**src/rtl/facto_pkg.sv**
```systemverilog
// Shared definitions for the factorial core and its bus-master driver:
// register map, driver FSM encoding and the one-cycle bus command record.
package facto_pkg;

  localparam logic [7:0] OFF_OPSTART  = 8'h00;
  localparam logic [7:0] OFF_OPCLEAR  = 8'h08;
  localparam logic [7:0] OFF_OPDONE   = 8'h10;
  localparam logic [7:0] OFF_INTREN   = 8'h18;
  localparam logic [7:0] OFF_OPERAND  = 8'h20;
  localparam logic [7:0] OFF_RESULT_H = 8'h28;
  localparam logic [7:0] OFF_RESULT_L = 8'h30;

  typedef enum logic [3:0] {
    ST_IDLE, ST_SHORT, ST_W_IEN, ST_W_OPND, ST_W_START, ST_WAIT_IRQ, ST_R_HI,
    ST_CAP_HI, ST_R_LO, ST_CAP_LO, ST_W_CLR, ST_W_UNCLR, ST_W_UNST, ST_RESP
  } state_e;

  typedef struct packed {
    logic        go;
    logic        wr;
    logic [7:0]  offset;
    logic [63:0] data;
  } bus_cmd_t;

  localparam bus_cmd_t BUS_NOP = '0;

  function automatic bus_cmd_t bus_write(input logic [7:0] off, input logic [63:0] data);
    bus_cmd_t c;
    c.go     = 1'b1;
    c.wr     = 1'b1;
    c.offset = off;
    c.data   = data;
    return c;
  endfunction

  function automatic bus_cmd_t bus_read(input logic [7:0] off);
    bus_cmd_t c;
    c.go     = 1'b1;
    c.wr     = 1'b0;
    c.offset = off;
    c.data   = '0;
    return c;
  endfunction

endpackage

```
**src/rtl/facto_bus_if.sv**
```systemverilog
// Turns a bus command into a single-cycle slave access; every bus output is
// held at zero whenever no access is requested.
module facto_bus_if
  import facto_pkg::*;
#(
  parameter logic [7:0] BASE = 8'h00
) (
  input  bus_cmd_t    cmd_i,
  output logic        m_sel_o,
  output logic        m_wr_o,
  output logic [15:0] m_addr_o,
  output logic [63:0] m_dout_o
);

  always_comb begin
    m_sel_o  = cmd_i.go;
    m_wr_o   = cmd_i.go & cmd_i.wr;
    m_addr_o = cmd_i.go ? {BASE, cmd_i.offset} : 16'h0000;
    m_dout_o = (cmd_i.go && cmd_i.wr) ? cmd_i.data : 64'd0;
  end

endmodule

```
**src/rtl/facto_driver.sv**
```systemverilog
// Sequencer that programs the factorial core over its slave port, waits for
// the completion interrupt (bounded by TIMEOUT) and returns the 128-bit result.
module facto_driver
  import facto_pkg::*;
#(
  parameter logic [7:0] BASE    = 8'h00,
  parameter int         TIMEOUT = 4096
) (
  input  logic         clk,
  input  logic         reset_n,
  input  logic         req_valid,
  output logic         req_ready,
  input  logic [63:0]  req_operand,
  output logic         rsp_valid,
  input  logic         rsp_ready,
  output logic [127:0] rsp_result,
  output logic         rsp_error,
  output logic         m_sel,
  output logic         m_wr,
  output logic [15:0]  m_addr,
  output logic [63:0]  m_dout,
  input  logic [63:0]  m_din,
  input  logic         interrupt
);

  localparam int              CW       = $clog2(TIMEOUT) + 1;
  localparam logic [CW-1:0]   CNT_LAST = CW'(TIMEOUT - 1);

  state_e         state_q, state_d;
  logic [CW-1:0]  cnt_q, cnt_d;
  logic [63:0]    opnd_q, opnd_d;
  logic [127:0]   result_q, result_d;
  logic           error_q, error_d;
  bus_cmd_t       cmd;

  always_ff @(posedge clk or negedge reset_n) begin
    if (!reset_n) begin
      state_q  <= ST_IDLE;
      cnt_q    <= '0;
      opnd_q   <= '0;
      result_q <= '0;
      error_q  <= 1'b0;
    end else begin
      state_q  <= state_d;
      cnt_q    <= cnt_d;
      opnd_q   <= opnd_d;
      result_q <= result_d;
      error_q  <= error_d;
    end
  end

  always_comb begin
    state_d  = state_q;
    cnt_d    = cnt_q;
    opnd_d   = opnd_q;
    result_d = result_q;
    error_d  = error_q;
    cmd      = BUS_NOP;
    unique case (state_q)
      ST_IDLE: begin
        if (req_valid) begin
          // Payload is cleared here so a timed-out job reports a zero result.
          opnd_d   = req_operand;
          result_d = '0;
          error_d  = 1'b0;
          state_d  = (req_operand <= 64'd1) ? ST_SHORT : ST_W_IEN;
        end
      end
      ST_SHORT: begin
        result_d = 128'd1;
        state_d  = ST_RESP;
      end
      ST_W_IEN: begin
        cmd     = bus_write(OFF_INTREN, 64'd1);
        state_d = ST_W_OPND;
      end
      ST_W_OPND: begin
        cmd     = bus_write(OFF_OPERAND, opnd_q);
        state_d = ST_W_START;
      end
      ST_W_START: begin
        cmd     = bus_write(OFF_OPSTART, 64'd1);
        cnt_d   = '0;
        state_d = ST_WAIT_IRQ;
      end
      ST_WAIT_IRQ: begin
        // Interrupt is tested first so it beats a coincident timeout.
        if (interrupt) begin
          state_d = ST_R_HI;
        end else if (cnt_q == CNT_LAST) begin
          error_d  = 1'b1;
          result_d = '0;
          state_d  = ST_W_CLR;
        end else begin
          cnt_d = cnt_q + CW'(1);
        end
      end
      ST_R_HI: begin
        cmd     = bus_read(OFF_RESULT_H);
        state_d = ST_CAP_HI;
      end
      ST_CAP_HI: begin
        result_d[127:64] = m_din;
        state_d          = ST_R_LO;
      end
      ST_R_LO: begin
        cmd     = bus_read(OFF_RESULT_L);
        state_d = ST_CAP_LO;
      end
      ST_CAP_LO: begin
        result_d[63:0] = m_din;
        state_d        = ST_W_CLR;
      end
      ST_W_CLR: begin
        cmd     = bus_write(OFF_OPCLEAR, 64'd1);
        state_d = ST_W_UNCLR;
      end
      ST_W_UNCLR: begin
        cmd     = bus_write(OFF_OPCLEAR, 64'd0);
        state_d = ST_W_UNST;
      end
      ST_W_UNST: begin
        cmd     = bus_write(OFF_OPSTART, 64'd0);
        state_d = ST_RESP;
      end
      ST_RESP: begin
        if (rsp_ready) state_d = ST_IDLE;
      end
      default: state_d = ST_IDLE;
    endcase
  end

  // Gating with reset_n keeps req_ready low for the whole reset interval.
  assign req_ready  = (state_q == ST_IDLE) && reset_n;
  assign rsp_valid  = (state_q == ST_RESP);
  assign rsp_result = result_q;
  assign rsp_error  = error_q;

  facto_bus_if #(
    .BASE(BASE)
  ) u_bus (
    .cmd_i    (cmd),
    .m_sel_o  (m_sel),
    .m_wr_o   (m_wr),
    .m_addr_o (m_addr),
    .m_dout_o (m_dout)
  );

endmodule
```
**config.mk**
```make
export PLATFORM = sky130hd
export DESIGN_NAME = facto_driver
export DESIGN_NICKNAME = d
export VERILOG_FILES = /design/src/rtl/facto_pkg.sv /design/src/rtl/facto_bus_if.sv /design/src/rtl/facto_driver.sv
export SDC_FILE = /design/constraint.sdc
export NUM_CORES = 1
export LEC_CHECK = 0
export CORE_UTILIZATION = 25
export CTS_BUF_LIST = sky130_fd_sc_hd__clkbuf_4 sky130_fd_sc_hd__clkbuf_8
export DETAILED_ROUTE_END_ITERATION = 12
export PLACE_DENSITY = 0.46
export SLEW_MARGIN = 20
export SYNTH_ARGS = -nofsm -noshare
export SYNTH_HDL_FRONTEND = slang
export SYNTH_SLANG_ARGS = --single-unit
```
**constraint.sdc**
```tcl
create_clock -name clk -period 2.2 [get_ports clk]
set_input_delay 0.33 -clock clk [delete_from_list [all_inputs] [get_ports clk]]
set_output_delay 0.33 -clock clk [all_outputs]
set_load 0.1 [all_outputs]
```
== Yosys cells after proc, flatten, opt, wreduce, memory -nomap -nowiden ==
Index checks and enable logic that the tools add are counted.
Word-level totals
  output and inout port bits: 213
  register bits after elaboration: 210
  word-level logic and storage cells: 64
Operators by class
  $lt $le $gt $ge: 1
  bitwise operators: 1
  $add $sub $neg: 1
  mux-type cells: 21
  equal/unequal tests: 20
  reductions and logical operators: 14
Operator list (count)
  $pmux 74 s8: 1
  $pmux 64 s4: 2
  $mux 128: 3
  $le 64x1->1 const B: 1
  $mux 64: 1
  $pmux 4 s13: 1
  $mux 13: 2
  $pmux 13 s2: 1
  $eq 4x4->1 const B: 6
  $eq 4x3->1 const B: 4
  $mux 4: 4
  $add 13x1->13 const B: 1
  $eq 13x12->1 const B: 1
  $reduce_and 4->1: 3
  $eq 4x2->1 const B: 2
  $mux 8: 1
  $ne 2x2->1 const B: 4
  $reduce_bool 4->1: 2
  $reduce_and 3->1: 2
  $eq 4x1->1 const B: 1
  $logic_not 4->1: 1
  $reduce_bool 2->1: 2
  $mux 1: 3
  $ne 3x3->1 const B: 1
  other kinds (7): 8

== Logic depth before layout (Yosys ltp) ==
  word-level depth: 4
  depth in mapped cells: 9
  gate-level depth less buffers: 6

== By module ==
A second synthesis with hierarchy kept.
Unflattened totals
  cell total of the unflattened synthesis: 764
  area total of the unflattened synthesis: 9208.8 µm²
By module, submodules not included
  facto_driver: instances 1, cells an instance 667, area an instance 8609.5 µm²
  facto_bus_if: instances 1, cells an instance 97, area an instance 599.3 µm²

== Worst setup path before layout ==
Ideal clock, no wire load.
  path type: reg-to-output
  start: reg state_q[1]
  end: out m_addr[4]
  path slack: -1.226 ns
  cell stages (with the launch flop): 5
  data required time: 1.870 ns
  arrival time: 3.096 ns
  cells stage by stage: dfrtp_1 clkbuf_1 clkbuf_1 xnor2_1 nor3_1
On the way
  word-level cells in the longest chain between the ends: 3
RTL lines
  from (decl): line facto_driver.sv:29  | state_e state_q, state_d;
  from (signal assigned): line facto_driver.sv:44  | state_q <= state_d;
  $eq 4x4->1 (tied with other cells): line facto_driver.sv:59  | unique case (state_q)
  $pmux 74 s8 *: line facto_driver.sv:59
  $mux 8 *: line facto_bus_if.sv:18  | m_addr_o = cmd_i.go ? {BASE, cmd_i.offset} : 16'h0000;
  to (decl): line facto_driver.sv:20  | output logic [15:0] m_addr,
Mark *: on every way between the ends. The rest lies on a longest branch, timed or not.

== Final worst setup path ==
  start: reg state_q[3]
  end: out m_dout[17]
On the way
  word-level cells in the longest chain between the ends: 4
RTL lines
  $eq 4x4->1 (tied with other cells): line facto_driver.sv:59
  $pmux 74 s8 *: line facto_driver.sv:59
  $logic_and 1x1->1: line facto_bus_if.sv:19  | m_dout_o = (cmd_i.go && cmd_i.wr) ? cmd_i.data : 64'd0;
  $mux 64 *: line facto_bus_if.sv:19
  to (decl): line facto_driver.sv:21  | output logic [63:0] m_dout,
Marks and branches as above.

==> flow_results.xml <==
<?xml version="1.0" encoding="UTF-8"?>
<metrics>
  <group name="power">
    <metric name="total_leakage_power" unit="nW">6.84</metric>
    <metric name="vdd_ir_drop_max" unit="V">0.000905</metric>
    <metric name="power_density_normalized_to_cell_area" unit="nW/um^2">1690</metric>
  </group>
  <group name="floorplanning">
    <metric name="placeableCoreArea" unit="um^2">36600</metric>
    <metric name="design.die.area" unit="um^2">38000</metric>
    <metric name="initial_utilization" unit="">0.254</metric>
    <metric name="fp-row-count" unit="">70</metric>
    <metric name="die_height" unit="um">195</metric>
    <metric name="io-pin-count" unit="">346</metric>
    <metric name="fp.dieW" unit="um">195</metric>
  </group>
  <group name="run_status">
    <metric name="outcome" unit="">finished with violations</metric>
    <metric name="failed_checks" unit="">negative setup slack</metric>
  </group>
  <group name="sta">
    <metric name="finalHoldViolations" unit="">0</metric>
    <metric name="timing.final.crit_period" unit="ns">2.35</metric>
    <metric name="timing.fmax" unit="MHz">426</metric>
    <metric name="postLayoutSetupSlackWorst" unit="ns">-0.146</metric>
    <metric name="drv_slew" unit="">0</metric>
    <metric name="grt_setup_unrepaired" unit="">yes</metric>
    <metric name="fin_crit_sh" unit="">1.07</metric>
    <metric name="fin_worst_skew" unit="ns">0.0148</metric>
    <metric name="setup_violations" unit="">69</metric>
  </group>
  <group name="place">
    <metric name="i_o_buffers" unit="">332</metric>
    <metric name="routabilityCongestion" unit="">0.788</metric>
    <metric name="dp.final_hpwl" unit="um">22000</metric>
    <metric name="preCtsSetupSlack" unit="ns">-0.166</metric>
  </group>
  <group name="worst_setup_path">
    <metric name="critPathLaunch" unit="">state_q[3]</metric>
    <metric name="crit-reg2reg-capture" unit="">cnt_q[0]</metric>
    <metric name="worst_r2r_path_depth" unit="">7</metric>
    <metric name="timing.critical_path.from_type" unit="">register</metric>
    <metric name="crit_type" unit="">reg -&gt; out</metric>
    <metric name="setup.worst_path.end" unit="">m_dout[17]</metric>
    <metric name="cp-end-kind" unit="">output port</metric>
    <metric name="reg2reg_setup_slack" unit="ns">0.09</metric>
    <metric name="worst_r2r_startpoint" unit="">state_q[3]</metric>
    <metric name="worst_ep_required_time" unit="ns">1.87</metric>
    <metric name="critPathArrivalTime" unit="ns">2.02</metric>
    <metric name="worst-path-max-fanout" unit="">16</metric>
  </group>
  <group name="run">
    <metric name="cap_viol_max_count" unit="">0</metric>
  </group>
  <group name="clock_tree">
    <metric name="clock-root-buffer" unit="">clkbuf_8</metric>
    <metric name="cts.reportedPaths.clkPinSlew" unit="ns">0.06</metric>
    <metric name="tritoncts" unit="">done</metric>
    <metric name="clock_latency_late_sink" unit="ns">0.58</metric>
    <metric name="clock_tree.buffer_depth" unit="">3</metric>
    <metric name="htree_num_levels" unit="">2</metric>
    <metric name="numCtsBuffers" unit="">43</metric>
    <metric name="clock-sinks" unit="">210</metric>
  </group>
  <group name="yosys">
    <metric name="synthCells" unit="">942</metric>
    <metric name="post_synth_num_cell_types" unit="">43</metric>
    <metric name="syn_area" unit="um^2">9300</metric>
    <metric name="ys_seq_elements" unit="">210</metric>
    <metric name="postSynthAreaPerCell" unit="um^2">9.87</metric>
    <metric name="ys_warn_count" unit="">0</metric>
    <metric name="synth-seq-area-share" unit="">0.565</metric>
  </group>
  <group name="final_layout">
    <metric name="fin_nets" unit="">1461</metric>
    <metric name="fraction_of_layout_cells_with_a_size_suffix_above_1" unit="">0.382</metric>
    <metric name="postLayoutCoreUtil" unit="">0.417</metric>
    <metric name="num-fill-cells" unit="">3673</metric>
    <metric name="area_delta_synth_final" unit="%">64.2</metric>
  </group>
  <group name="routing">
    <metric name="first_pass_iters" unit="">7</metric>
    <metric name="drcViolationCount" unit="">0</metric>
    <metric name="drt-vias-per-instance" unit="">4.48</metric>
    <metric name="initialDrtViolationCount" unit="">347</metric>
    <metric name="wirelength" unit="um">33400</metric>
    <metric name="antenna_violating_nets_post_route" unit="">0</metric>
    <metric name="via_count" unit="">8171</metric>
    <metric name="detail_route.wl_per_cell" unit="um">18.3</metric>
  </group>
  <group name="global_routing">
    <metric name="grt_util_all_layers" unit="">0.175</metric>
    <metric name="grt_max_degree" unit="">82</metric>
    <metric name="globalRouteOverflowTotal" unit="">0</metric>
    <metric name="grt_pass1_vias" unit="">8305</metric>
    <metric name="grt_antenna_before_repair" unit="">2</metric>
    <metric name="grt_first_pass_wirelength" unit="um">50900</metric>
  </group>
  <group name="min_path">
    <metric name="hold_class" unit="">in -&gt; async</metric>
  </group>
</metrics>
[power breakdown]
| part | internal (mW) | switching [mW] | leakage, nW | total (mW) |
|---|---|---|---|---|
| sequential | 5.32 | 0.841 | 2.73 | 6.16 |
| combinational | 4.66 | 10.8 | 3.66 | 15.5 |
| clock | 2.36 | 1.76 | 0.455 | 4.12 |
[cells by family (layout without fill, tap and decap cells)]
kind of cell | Yosys count | count (layout) | share of synthesized area
buffers and inverters | 82 | 480 | 0.0454
other | 1 | 15 | 0.000403
flip-flops | 210 | 210 | 0.565
multiplexers | 65 | 65 | 0.0787
AND/OR/NAND/NOR | 419 | 419 | 0.208
adder cells (fa/ha/maj) | 1 | 1 | 0.00135
XOR/XNOR | 11 | 11 | 0.0104
AO/OA/AOI/OAI | 153 | 153 | 0.0906
[critical path: stages (launching register included)]
cell	delay (ns)
dfrtp_2	0.43
nor2_4	0.12
and3_4	0.25
buf_4	0.14
buf_12	0.14
and2_2	0.18
buf_12	0.17
[metal layers]
layer | share of wire | routed length (um) | global-route usage
met4 | 0.030 | 997 | 0.0677
met5 | 0 | 0 | 0
met2 | 0.47 | 15600 | 0.275
met3 | 0.069 | 2300 | 0.0588
met1 | 0.44 | 14500 | 0.220
[state kept, by name (all words and copies together) (netlist names)]
register	cells
state_q	4
cnt_q	13
opnd_q	64
rsp_result	128
rsp_error	1
[metrics by stage]
stage	power (mW)	hold WS [ns]	cells	setup TNS, ns	area (um^2)
floorplan	16.5	0.0344	954	0	9460
global placement	20.8	0.227	1728	-0.148	13900
detailed placement	20.9	0.229	1728	-0.166	13900
CTS	25.9	0.176	1815	-11.29	15100
global route	27.0	0.196	1822	-13.81	15300
finish	25.7	0.224	1822	-7.35	15300
[cell usage in the layout, fill, tap and decap left out, drive strengths merged, types with 7 or more instances in the layout]
cell	netlist	layout
mux2	65	65
and2	63	63
nor4	23	23
dfrtp	210	210
buf	39	269
nand2	266	266
clkdlybuf4s50	0	131
a21oi	131	131
nand3	9	9
inv	7	7
nor3	9	9
xnor2	11	11
o21ai	10	10
clkbuf	36	69
conb	1	13
nor2	20	20
[area by class of cell]
| cell class | count | area (um^2) | area share |
|---|---|---|---|
| antenna | 2 | 5.00 | 0.000328 |
| clock buffer | 67 | 828 | 0.0543 |
| clock inverter | 3 | 15.0 | 0.000984 |
| inverter | 7 | 26.3 | 0.00172 |
| multi-input combinational | 662 | 3990 | 0.261 |
| sequential | 210 | 5260 | 0.345 |
| tap | 468 | 586 | 0.0384 |
| timing repair buffer | 403 | 4550 | 0.298 |
[synth_stat cells]
master / number / area (um^2)
nor4b_1: 2 / 17.5
a211o_1: 1 / 8.76
nand4bb_1: 1 / 11.3
nor4_1: 22 / 138
nor3_2: 1 / 10.0
a21oi_1: 121 / 606
o21ai_0: 10 / 50.1
nor2b_1: 2 / 12.5
a32oi_1: 1 / 8.76
nor3b_1: 1 / 7.51
and2_1: 63 / 394
or2_2: 4 / 25.0
buf_8: 3 / 45.0
a32o_1: 1 / 10.0
buf_1: 5 / 18.8
nand4_1: 5 / 31.3
a21o_1: 1 / 7.51
a22o_1: 2 / 17.5
or4_1: 2 / 15.0
xnor2_1: 11 / 96.3
o21a_1: 1 / 7.51
o311ai_0: 1 / 8.76
mux2_2: 65 / 732
nand3_1: 9 / 45.0
nand2_1: 266 / 998
buf_4: 14 / 105
conb_1: 1 / 3.75
clkbuf_1: 36 / 135
o211ai_1: 3 / 22.5
inv_1: 7 / 26.3
buf_2: 16 / 80.1
nor4_4: 1 / 21.3
buf_6: 1 / 11.3
and3_1: 4 / 25.0
dfrtp_1: 210 / 5260
nor2_1: 20 / 75.1
a21boi_1: 1 / 7.51
ha_1: 1 / 12.5
nor3_1: 8 / 40.0
nand4_4: 1 / 21.3
nand3b_1: 1 / 7.51
nand2b_1: 6 / 37.5
a21oi_2: 10 / 87.6
[repair_timing]
| item | 4_1_cts | 5_1_grt |
|---|---|---|
| setup endpoints to repair | 71 | 75 |
| cloned | 4 | 2 |
| hold endpoints to repair | 127 | 0 |
| setup buffers | 12 | 4 |
| resized for setup | 83 | 16 |
| hold buffers | 1 | 0 |
| pin swaps | 20 | 37 |
[worst min path at each step]
stage               slack (ns)  depth (start not counted)         end
global placement          0.23                          1  opnd_q[28]
floorplan                 0.03                          0    cnt_q[0]
detailed placement        0.23                          1  opnd_q[25]
finish                    0.22                          2   opnd_q[5]
CTS                       0.18                          2   opnd_q[5]
global route              0.20                          2  opnd_q[32]
Power figures use the tool's default switching activity.
==> RTL change, RTL diff (same settings) <==
Set the parameter `TIMEOUT` to 1024 (it was 4096).
--- a/src/rtl/facto_driver.sv
+++ b/src/rtl/facto_driver.sv
@@ -4,7 +4,7 @@
   import facto_pkg::*;
 #(
   parameter logic [7:0] BASE    = 8'h00,
-  parameter int         TIMEOUT = 4096
+  parameter int         TIMEOUT = 1024
 ) (
   input  logic         clk,
   input  logic         reset_n,
Check against the original RTL: no difference found for any inputs over 10 cycles, from zero or initial values and one cycle with reset_n low; that may be too few to reach the edited logic, so the function may still have changed.
==> RTL change against the original RTL <==
- register-to-register slack worse by 0.04 ns
- total power is 14% lower
- the flow finishes with violations (hold timing, setup timing)
- clock skew is 0.012 ns higher
- wire length is 8.9% lower
- worst setup slack better by 0.040 ns
- largest cell class unchanged
- final cell count is 17% lower
- area after synthesis is 7.8% lower
- cell area is 5.2% lower
- sequential cell count is 2 lower
- global-route usage is 0.37 points lower
==> RTL change: results (changes against the original RTL) <==
stage,metric,value,unit,change
outcome,outcome,"complete, but fails checks",,
outcome,violations,"hold timing, setup timing",,
global_routing,grt_max_degree,134,,+63%
layout,drive_gt1_frac,0.453,,+0.0717
worst_setup_path,critPathArrivalTime,1.98,ns,-0.04 ns
worst_setup_path,startpoint,state_q[3],,
logic_synthesis,async_flop_share,1.00,,unchanged
timing,fin_skew,0.0267,ns,+0.0119 ns
detailed_routing,dr.pass1.iters,4,,-3
detailed_routing,routedWlPerCell,20.0,microns,+9.1%
power,max-vdd-ir-drop,850,uV,-6.1%
clock_network,cts.clk_slew.worst_paths,0.06,ns,about the same
worst_setup_path,r2r_slack,0.05,ns,-0.04 ns
worst_hold_path,hold_class,in2async,,
timing,hold_viol_final,3,,+3
logic_synthesis,netlist_instances,656,,-30%
clock_network,clockBufferDepth,3,,unchanged
detailed_routing,met2_length,14300,microns,-8.2%
clock_network,cts_htree_levels,2,,unchanged
layout,fin_cells,1521,,-17%
logic_synthesis,seq_area_frac_synth,0.607,,+0.0418
detailed_routing,maxUsedRoutingLayer,met5,,
placed_design,finalWeightedCongestion,0.753,,-4.5%
placed_design,post-place-ws,-0.446,ns,-0.280 ns
placed_design,io_buffers,332,,unchanged
detailed_routing,wl_met3,2120,microns,-7.7%
worst_setup_path,reg2reg_to,rsp_result[30],,
clock_network,clockRootBuffer,clkbuf_8,,
global_routing,grt_pass1_vias,7320,,-12%
layout,fin_nets,1192,,-18%
detailed_routing,drtIter0Drc,213,,-39%
detailed_routing,wl_met1,13200,microns,-9.3%
timing,layout_setup_ws,-0.105,ns,+0.0404 ns
timing,worst_pin_slew,0.945,ns,
clock_network,clk_latency,0.54,ns,-0.04 ns
global_routing,antenna_found_initial,3,,+1
global_routing,track_usage,0.171,,-0.00372
timing,hold_slack,-0.00871,ns,-0.233 ns
worst_setup_path,worstSetupEndpoint,m_addr[5],,
placed_design,place_inst,1437,,-17%
power,total_leakage_power,6.65,nW,-2.8%
logic_synthesis,synthTopCellsByCount,"dfrtp_1 (208), a22o_1 (127), and2_1 (65)",,
worst_setup_path,cp_max_fo,8,,-8
clock_network,numCtsBuffers,40,,-7.0%
logic_synthesis,yosys-top-cells-area,"dfrtp_1 (61%), a22o_1 (13%), mux2_2 (8.4%)",,
detailed_routing,via_count,6947,,-15%
logic_synthesis,synth_cell_types,43,,unchanged
logic_synthesis,yosysTopAreaCell,dfrtp_1,,
logic_synthesis,ys_warn_count,0,,unchanged
global_routing,grt_pass1_wl,45800,microns,-9.9%
layout,fillCellCount,3128,,-15%
placed_design,dpl.hpwl,20200,microns,-8.1%
power,p_switching,10.9,mW,-19%
timing,setup-violations-final,64,,-7.2%
worst_setup_path,r2r_start,cnt_q[1],,
[RTL change: cell count changes in the layout (fill, tap and decap cells not counted), moves of 4 or more]
cell	unedited run	this run
and2_2	4	0
clkbuf_8	52	46
buf_6	6	10
nor2_1	17	13
or2_2	4	0
a21oi_1	119	5
a21oi_2	10	3
a22o_1	2	127
and2_4	59	64
nand2_1	262	9
buf_4	174	170
clkbuf_4	15	8
[RTL change: final cells by class]
cell class | count | area (sq um) | area share
tap | 448 | 561 | 0.0388
timing repair buffer | 405 | 4580 | 0.317
clock inverter | 3 | 43.8 | 0.00303
inverter | 5 | 18.8 | 0.00130
clock buffer | 53 | 679 | 0.0470
sequential | 208 | 5210 | 0.360
antenna | 1 | 2.50 | 0.000173
multi-input combinational | 398 | 3370 | 0.233
[RTL change: cell families (layout without fill, tap and decap cells)]
family,after synthesis,in the layout,share of synthesized area
and+or+nand+nor,154,154,0.104
AOI/OAI and AO/OA,156,156,0.153
xor gates and xnor gates,10,10,0.0102
buffers and inverters,62,466,0.0393
other,1,14,0.000437
DFF,208,208,0.607
adders and majority gates,1,1,0.00146
muxes,64,64,0.0841
[RTL change: per-layer routing]
metal,up-vias,global-route usage
met1,3455,0.224
met4,2,0.0596
met2,232,0.267
li1,3199,-
met3,59,0.0503
met5,-,0
[RTL change: repair_timing]
item                                    CTS  global route
pin swaps                                40            39
gates resized for setup                  86            16
setup buffers                            12             5
endpoints found under the setup margin   70           160
hold endpoints to repair                 18             0
hold buffers                              1             0
gates cloned                              5             5
[RTL change: power groups by stage]
| stage | logic, mW | registers (mW) | clock network [mW] |
|---|---|---|---|
| 2_1_floorplan | 4.44 | 9.81 | 0 |
| 3_3_place_gp | 11.9 | 5.88 | 0 |
| 3_5_place_dp | 11.9 | 5.88 | 0 |
| 4_1_cts | 12.5 | 5.84 | 3.84 |
| 5_1_grt | 13.2 | 6.02 | 3.98 |
| 6_report | 12.7 | 5.85 | 3.67 |
[RTL change: through the flow]
| step | cell area, sq um | TNS (ns) | hold WS, ns | total power, mW | util |
|---|---|---|---|---|---|
| final | 14500 | -4.15 | -0.00871 | 22.2 | 0.430 |
| after global routing | 14500 | -14.25 | 0.0441 | 23.2 | 0.430 |
| after CTS | 14300 | -5.25 | 0.00980 | 22.1 | 0.426 |
| after detailed placement | 13200 | -0.785 | 0.210 | 17.8 | 0.392 |
| after global placement | 13200 | -0.685 | 0.211 | 17.8 | 0.392 |
| after floorplan | 8720 | -0.654 | 0.0344 | 14.3 | - |
[RTL change: critical path: stages, from the launching register on]
cell,delay (ns)
dfrtp_2,0.43
buf_6,0.15
nand2b_1,0.16
buf_4,0.16
inv_1,0.05
a21oi_1,0.08
o21bai_2,0.20
buf_12,0.20
